===== config.mk =====
export PLATFORM = sky130hd
export DESIGN_NAME = setpt_pwm_driver_flat
export DESIGN_NICKNAME = d
export VERILOG_FILES = /design/src/rtl/setpt_pwm_if.sv /design/src/rtl/setpt_pwm_driver.sv /design/src/flat_wrapper.sv
export SDC_FILE = /design/constraint.sdc
export NUM_CORES = 1
export LEC_CHECK = 0
export ABC_AREA = 1
export CAP_MARGIN = 25
export CORE_AREA = 2 2 91 93
export CTS_CLUSTER_SIZE = 40
export DETAILED_ROUTE_END_ITERATION = 7
export DIE_AREA = 0 0 93 95
export SYNTH_ARGS = -nofsm -noshare
export SYNTH_HDL_FRONTEND = slang
export SYNTH_SLANG_ARGS = --single-unit

===== constraint.sdc =====
create_clock -name clk -period 9.25 [get_ports clk]
set_input_delay 1.85 -clock clk [delete_from_list [all_inputs] [get_ports clk]]
set_output_delay 1.85 -clock clk [all_outputs]
set_load 0.005 [all_outputs]

===== src/rtl/setpt_pwm_if.sv =====
// Setpoint-in / bridge-drive-out bundle for the setpoint PWM driver.
interface setpt_pwm_if;
  logic       en;
  logic [7:0] setpt;
  logic       pwm;
  logic       in1;
  logic       in2;
  logic       dir_cur;
  logic [6:0] duty_cur;
  logic       busy;

  modport master (
    output en, setpt,
    input  pwm, in1, in2, dir_cur, duty_cur, busy
  );

  modport slave (
    input  en, setpt,
    output pwm, in1, in2, dir_cur, duty_cur, busy
  );
endinterface


===== src/rtl/setpt_pwm_driver.sv =====
// H-bridge PWM driver: ramps duty toward a signed setpoint once per PWM period
// and inserts a bridge-off dead time whenever the direction reverses.
module setpt_pwm_driver #(
  parameter int unsigned CLK_DIV      = 4,
  parameter int unsigned RAMP_STEP    = 1,
  parameter int unsigned DEAD_PERIODS = 2
) (
  input  logic        clk,
  input  logic        rst,
  setpt_pwm_if.slave  bus
);

  localparam int unsigned PW = 8;
  localparam int unsigned DW = 7;
  localparam int unsigned CW = 4;
  localparam logic [DW-1:0] PCNT_MAX = 7'd126;

  typedef enum logic [1:0] {IDLE, DRIVE, DEAD} state_t;

  state_t          state, state_n;
  logic [PW-1:0]   presc, presc_n;
  logic [DW-1:0]   pcnt, pcnt_n;
  logic            tick, pb;
  logic [7:0]      target, target_n;
  logic [DW-1:0]   duty, duty_n;
  logic            dir, dir_n;
  logic [CW-1:0]   dead_cnt, dead_n;
  logic            pwm_q, in1_q, in2_q, busy_q;
  logic            pwm_n, in1_n, in2_n, busy_n, drive_n;
  logic            tgt_dir;
  logic [DW-1:0]   tgt_mag, eff, ramp;
  logic [7:0]      d8, e8, diff, step8;

  // Free-running prescaler and PWM period counter; pb marks the pcnt wrap.
  always_comb begin
    tick    = (presc == PW'(CLK_DIV - 1));
    presc_n = tick ? '0 : presc + 8'd1;
    pb      = tick && (pcnt == PCNT_MAX);
    pcnt_n  = pcnt;
    if (tick) pcnt_n = (pcnt == PCNT_MAX) ? '0 : pcnt + 7'd1;
  end

  // Target capture and one bounded ramp step toward the effective target.
  always_comb begin
    target_n = pb ? bus.setpt : target;
    tgt_dir  = target_n[7];
    tgt_mag  = target_n[6:0];
    // A reversed request ramps down to zero first; magnitude 0 is a plain stop.
    eff      = ((tgt_dir == dir) || (tgt_mag == 7'd0)) ? tgt_mag : 7'd0;
    d8       = {1'b0, duty};
    e8       = {1'b0, eff};
    diff     = (e8 >= d8) ? (e8 - d8) : (d8 - e8);
    step8    = (diff < 8'(RAMP_STEP)) ? diff : 8'(RAMP_STEP);
    ramp     = (e8 >= d8) ? DW'(d8 + step8) : DW'(d8 - step8);
  end

  // Next-state and next-output logic; en=0 overrides everything.
  always_comb begin
    state_n = state;
    duty_n  = duty;
    dir_n   = dir;
    dead_n  = dead_cnt;
    if (!bus.en) begin
      state_n = IDLE;
      duty_n  = '0;
      dead_n  = '0;
    end else begin
      case (state)
        IDLE: state_n = DRIVE;
        DRIVE: begin
          if (pb) begin
            if ((duty == 7'd0) && (tgt_dir != dir) && (tgt_mag != 7'd0)) begin
              state_n = DEAD;
              dead_n  = '0;
            end else begin
              duty_n = ramp;
            end
          end
        end
        DEAD: begin
          if (pb) begin
            if (dead_cnt == CW'(DEAD_PERIODS - 1)) begin
              state_n = DRIVE;
              dir_n   = tgt_dir;
              dead_n  = '0;
            end else begin
              dead_n = dead_cnt + 4'd1;
            end
          end
        end
        default: begin
          state_n = IDLE;
          duty_n  = '0;
          dead_n  = '0;
        end
      endcase
    end
    drive_n = (state_n == DRIVE);
    pwm_n   = drive_n && (pcnt_n < duty_n);
    in1_n   = drive_n && (duty_n != 7'd0) && !dir_n;
    in2_n   = drive_n && (duty_n != 7'd0) && dir_n;
    busy_n  = (state_n == DEAD);
  end

  // State, datapath and output registers.
  always_ff @(posedge clk or posedge rst) begin
    if (rst) begin
      state    <= IDLE;
      presc    <= '0;
      pcnt     <= '0;
      target   <= '0;
      duty     <= '0;
      dir      <= 1'b0;
      dead_cnt <= '0;
      pwm_q    <= 1'b0;
      in1_q    <= 1'b0;
      in2_q    <= 1'b0;
      busy_q   <= 1'b0;
    end else begin
      state    <= state_n;
      presc    <= presc_n;
      pcnt     <= pcnt_n;
      target   <= target_n;
      duty     <= duty_n;
      dir      <= dir_n;
      dead_cnt <= dead_n;
      pwm_q    <= pwm_n;
      in1_q    <= in1_n;
      in2_q    <= in2_n;
      busy_q   <= busy_n;
    end
  end

  assign bus.pwm      = pwm_q;
  assign bus.in1      = in1_q;
  assign bus.in2      = in2_q;
  assign bus.busy     = busy_q;
  assign bus.duty_cur = duty;
  assign bus.dir_cur  = dir;

endmodule


===== src/flat_wrapper.sv =====
// flat-port wrapper written by rule: the top's interface ports become plain ports
module setpt_pwm_driver_flat 
#(
  parameter int unsigned CLK_DIV      = 4,
  parameter int unsigned RAMP_STEP    = 1,
  parameter int unsigned DEAD_PERIODS = 2
)
  (clk, rst, bus_en, bus_setpt, bus_pwm, bus_in1, bus_in2, bus_dir_cur, bus_duty_cur, bus_busy);
  setpt_pwm_if bus_i ();
  input  logic clk;
  input  logic rst;
  input wire logic [$bits(bus_i.en)-1:0] bus_en;
  input wire logic [$bits(bus_i.setpt)-1:0] bus_setpt;
  output wire logic [$bits(bus_i.pwm)-1:0] bus_pwm;
  output wire logic [$bits(bus_i.in1)-1:0] bus_in1;
  output wire logic [$bits(bus_i.in2)-1:0] bus_in2;
  output wire logic [$bits(bus_i.dir_cur)-1:0] bus_dir_cur;
  output wire logic [$bits(bus_i.duty_cur)-1:0] bus_duty_cur;
  output wire logic [$bits(bus_i.busy)-1:0] bus_busy;
  assign bus_i.en = bus_en;
  assign bus_i.setpt = bus_setpt;
  assign bus_pwm = bus_i.pwm;
  assign bus_in1 = bus_i.in1;
  assign bus_in2 = bus_i.in2;
  assign bus_dir_cur = bus_i.dir_cur;
  assign bus_duty_cur = bus_i.duty_cur;
  assign bus_busy = bus_i.busy;
  setpt_pwm_driver #(.CLK_DIV(CLK_DIV), .RAMP_STEP(RAMP_STEP), .DEAD_PERIODS(DEAD_PERIODS)) u_core (.clk(clk), .rst(rst), .bus(bus_i));
endmodule

Yosys cells after proc, flatten, opt, wreduce, memory -nomap -nowiden --
Index checks and enable logic that the tools add are counted.
Word-level totals: register bits 41, output and inout port bits 12, logic and storage cells 78
Cells by class: add/subtract/negate cells 7, $lt $le $gt $ge 3, equal/unequal tests 13, muxes and demuxes 28, reduce and logical (&&, ||, !) cells 16
Operators with widths (number):
- $mux W7 | 8
- $mux W8 | 3
- $mux W4 | 5
- $sub A7 B7 Y8 | 2
- $logic_not A7 Y1 | 2
- $pmux W7 S2 | 1
- $reduce_bool A7 Y1 | 2
- $pmux W4 S3 | 1
- $mux W2 | 5
- $ne A3 B2 Y1 const B | 3
- $add A8 B1 Y8 const B | 1
- $eq A8 B2 Y1 const B | 1
- $lt A8 B1 Y1 const B | 1
- $add A7 B1 Y7 const B | 1
- $add A7 B7 Y7 | 1
- $eq A7 B7 Y1 const B | 1
- $ge A7 B7 Y1 | 1
- $logic_and A1 B1 Y1 | 7
- $lt A7 B7 Y1 | 1
- $sub A7 B7 Y7 | 1
- $pmux W2 S3 | 1
- $add A4 B1 Y4 const B | 1
- $eq A2 B1 Y1 const B | 2
- $eq A2 B2 Y1 const B | 2
- other kinds (10) | 13

Longest topological paths before layout --
word-level depth 19, mapped depth 51

Worst setup path after synthesis --
Ideal clock, no wire load.
path type input-to-reg, start in bus_setpt[0], end reg u_core.pwm_q, in the netlist u_core.bus.pwm, library setup time 0.077 ns, arrival time 6.281 ns, path slack 2.891 ns, cell stages on the path 41, buffers on the path 2, path through inv_1 -> nand3_1 -> nand2_1 -> nand2_2 -> nor2_4 -> nand2_4 -> nand2_1 -> inv_1 -> nor2_1 -> ha_1 -> clkbuf_1 -> nand2_1 -> inv_1 -> nand2_1 -> nand2_1 -> o21ai_1 -> nand2_1 -> buf_2 -> [5 not listed] -> ha_1 -> nand2_1 -> fa_1 -> inv_1 -> nand4_1 -> nand3_1 -> nand2_1 -> nand2_1 -> xnor2_1 -> nand2_1 -> nand2_1 -> nand3_1 -> nand2_1 -> inv_2 -> ha_1 -> a21oi_1 -> o211ai_1 -> a21oi_1
On the way: cells in the longest elaborated chain, start to end 16
RTL lines:
- start, declared | line flat_wrapper.sv:13 | input wire logic [$bits(bus_i.setpt)-1:0] bus_setpt;
- $mux W8 * | line setpt_pwm_driver.sv:45 | target_n = pb ? bus.setpt : target;
- $logic_not A7 Y1 | line setpt_pwm_driver.sv:49 | eff = ((tgt_dir == dir) || (tgt_mag == 7'd0)) ? tgt_mag : 7'd0;
- $logic_or A1 B1 Y1 | line setpt_pwm_driver.sv:49
- $mux W7 | line setpt_pwm_driver.sv:49
- $sub A7 B7 Y8 / $ge A7 B7 Y1 (equally long branches) | line setpt_pwm_driver.sv:52, setpt_pwm_driver.sv:54
- $mux W8 | line setpt_pwm_driver.sv:52 | diff = (e8 >= d8) ? (e8 - d8) : (d8 - e8);
- $lt A8 B1 Y1 | line setpt_pwm_driver.sv:53 | step8 = (diff < 8'(RAMP_STEP)) ? diff : 8'(RAMP_STEP);
- $mux W7 | line setpt_pwm_driver.sv:53
- [2 not listed]
- $mux W7 * | line setpt_pwm_driver.sv:72 | if ((duty == 7'd0) && (tgt_dir != dir) && (tgt_mag != 7'd0)) begin
- $mux W7 * | line setpt_pwm_driver.sv:71 | if (pb) begin
- $pmux W7 S2 * | line setpt_pwm_driver.sv:68 | case (state)
- $mux W7 * | line setpt_pwm_driver.sv:63 | if (!bus.en) begin
- named net u_core.duty_n[6] | line setpt_pwm_driver.sv:25 | logic [DW-1:0] duty, duty_n;
- $lt A7 B7 Y1 * | line setpt_pwm_driver.sv:99 | pwm_n = drive_n && (pcnt_n < duty_n);
- $logic_and A1 B1 Y1 * | line setpt_pwm_driver.sv:99
- named net u_core.pwm_n | line setpt_pwm_driver.sv:29 | logic pwm_n, in1_n, in2_n, busy_n, drive_n;
- end signal, assigned | line setpt_pwm_driver.sv:127 | pwm_q <= pwm_n;
- end, declared | line setpt_pwm_driver.sv:28 | logic pwm_q, in1_q, in2_q, busy_q;
The timed path passes the listed nets; every way through them passes the cells marked *. A chain may end at the register's enable or synchronous reset.

Worst setup path in the final report --
Same ends and word-level chain as after synthesis.

==> impl_metrics.toml <==
[run_status]
status = "complete, no violations"

[layout]
num_antenna_cells = 0
fillerInstances = 793
areaGrowthSynthToFinish_pct = 12.4
nNetsFinal = 549
final_util = 0.489
layout-drive-gt1-share = 0.0972
final_cell_mix = "nand2_1 (104), inv_1 (87), nor2_1 (42), dfrtp_1 (41)"
final_common_cell = "nand2_1"

[grt]
grt_pass1_vias = 2822
grt-ovfl-total = 0
grt_pass1_wl_um = 13300
track_usage = 0.189
grt_max_degree = 42
antenna_found_initial = 0

[yosys]
dominantRegCellSynth = "dfrtp_1"
syn_nets = 526
syn-instance-count = 480
synth_cell_type_count = 41
ys_seq_elements = 41
yosys_warnings = 0
synth_area_per_cell_um2 = 7.18
ys_seq_area_frac = 0.298
async_reset_ff_frac = 1.00
syn-cell-area_um2 = 3450
synth_edf_count = 0

[worst_setup_path]
cpMaxStageDelayCell = "clkdlybuf4s50_1"
startpoint_type = "input pin"
crit_type = "input pin to flop"
path_common_cell = "nand2_1"
arrival_ns = 7.46
critPathCaptureType = "flop"
required_ns = 9.48
cp_max_fo = 13
cpPeakStageDelay_ns = 0.45

[drt]
detail_route.wl_per_cell_um = 12.6
vias = 2926
drcViolationCount = 0
routed_wl_um = 7700
detail-route-antenna-nets = 0
drt_iter0_drc = 122
via_per_inst = 4.80
dr.pass1.iters = 4

[floorplanning]
die_y_um = 95
die_w_um = 93
start_util = 0.435
die-area_um2 = 8840
row_count = 33
coreArea_um2 = 7930
io_pins = 23

[cts]
cts_tree = "built"
cts_inserted_buffers = 5
cts_buffer_depth = 2
postCtsResizedCells = 0
cts_root_buffer = "clkbuf_8"
cts.htree.levels = 2
cts_sinks = 41
cts_hold_buf = 0
post_cts_buffers = 0
insertion_delay_ns = 0.31
clk_pin_slew_worst_paths_ns = 0.08

[sta]
fin_crit_sh = 0.782
max_freq_mhz = 138
slew_headroom = 0.649
finalSetupViolations = 0
holdWs_ns = 0.466
clock_skew_ns = 0.0110
drv_slew = 0
setup_tns_ns = 0
rsz0062_at_grt = "false"
period_minus_slack_ns = 7.24
worst_pin_slew_ns = 0.527
hold_viol_final = 0

[power]
leakagePower_nw = 2.08
power_density_nw_per_um2 = 94.3
irDropWorstVdd_uv = 78.6

[flow_run]
drv_cap = 0

[placed_design]
gp_congestion = 0.923
portBuffers = 22
post-dp-hpwl_um = 6120

[worst_hold_path]
hp-class = "flop to flop"
## metrics by stage
step | power [W] | instances | cell area [um2] | worst slack, ns
finish | 0.000365 | 609 | 3870 | 2.01
global route | 0.000379 | 609 | 3870 | 1.30
CTS | 0.000369 | 609 | 3870 | 2.00
detailed placement | 0.000219 | 601 | 3760 | 1.71
global placement | 0.000219 | 601 | 3760 | 1.85
floorplan | 0.000208 | 480 | 3450 | 2.89
## area by class of cell
type	count	area [um2]	share of cell area
Inverter	96	360	0.0930
Clock buffer	6	72.6	0.0187
Timing Repair Buffer	23	228	0.0588
Multi-Input combinational cell	336	2020	0.521
Sequential cell	41	1030	0.265
Tap cell	105	131	0.0339
Clock inverter	2	38.8	0.0100
## metal layers
layer / vias to the layer above / wire length (um) / track usage
li1: 1556 / - / -
met1: 1322 / 3880 / 0.276
met2: 39 / 3510 / 0.298
met3: 9 / 231 / 0.0319
met4: 0 / 80 / 0.0380
met5: - / 0 / 0
## final timing paths
kind	from	endpoint	slack [ns]	cells past startpoint
max	bus_setpt[0]	u_core.bus.pwm$_DFF_PP0_	2.01	44
min	u_core.presc[0]$_DFF_PP0_	u_core.presc[0]$_DFF_PP0_	0.47	1
max reg2reg	u_core.pcnt[0]$_DFF_PP0_	u_core.bus.pwm$_DFF_PP0_	2.59	47
min reg2reg	u_core.presc[0]$_DFF_PP0_	u_core.presc[0]$_DFF_PP0_	0.47	1
max in group asynchronous	rst	u_core.presc[0]$_DFF_PP0_	6.91	3
min in group asynchronous	rst	u_core.dead_cnt[0]$_DFFE_PP0P_	1.97	3
## registers in the layout, summed over array words and instances, names as in the netlist
register             flops
u_core.bus.busy          1
u_core.bus.dir_cur       1
u_core.bus.duty_cur      7
u_core.bus.in1           1
u_core.bus.in2           1
u_core.bus.pwm           1
u_core.dead_cnt          4
u_core.pcnt              7
u_core.presc             8
u_core.state             2
u_core.target            8
## critical path, delay by kind of cell
family,cells,cell delay (ns)
xor+xnor,2,0.33
buf+inv,9,0.98
simple gates,22,2.08
compound gates,6,0.89
fa+ha+maj,5,1.32
## cells in the mapped netlist (6+ instances only)
library cell / number / area (um2)
nand2_1: 104 / 390
inv_1: 87 / 327
nor2_1: 42 / 158
dfrtp_1: 41 / 1030
ha_1: 32 / 400
nand3_1: 32 / 160
a21oi_1: 22 / 110
nand2_2: 12 / 75.1
xor2_1: 11 / 96.3
nor3_1: 10 / 50.1
inv_2: 9 / 33.8
o21ai_0: 9 / 45.0
o21ai_1: 6 / 30.0
## power by group
group | leakage [nW] | total, W | switching, W | internal, W
clock | 0.0554 | 0.000150 | 0.0000688 | 0.0000811
sequential | 0.541 | 0.000181 | 0.000000923 | 0.000180
combinational | 1.48 | 0.0000344 | 0.0000209 | 0.0000135
## cells by family after synthesis
logic type | count (synthesis) | synth area share
AOI/OAI and AO/OA | 59 | 0.106
xor gates and xnor gates | 14 | 0.0356
adders and majority gates | 35 | 0.134
buffers and inverters | 103 | 0.117
DFF | 41 | 0.298
muxes | 1 | 0.00290
other | 1 | 0.00109
and+or+nand+nor | 226 | 0.306
Power figures use the tool's default switching activity.
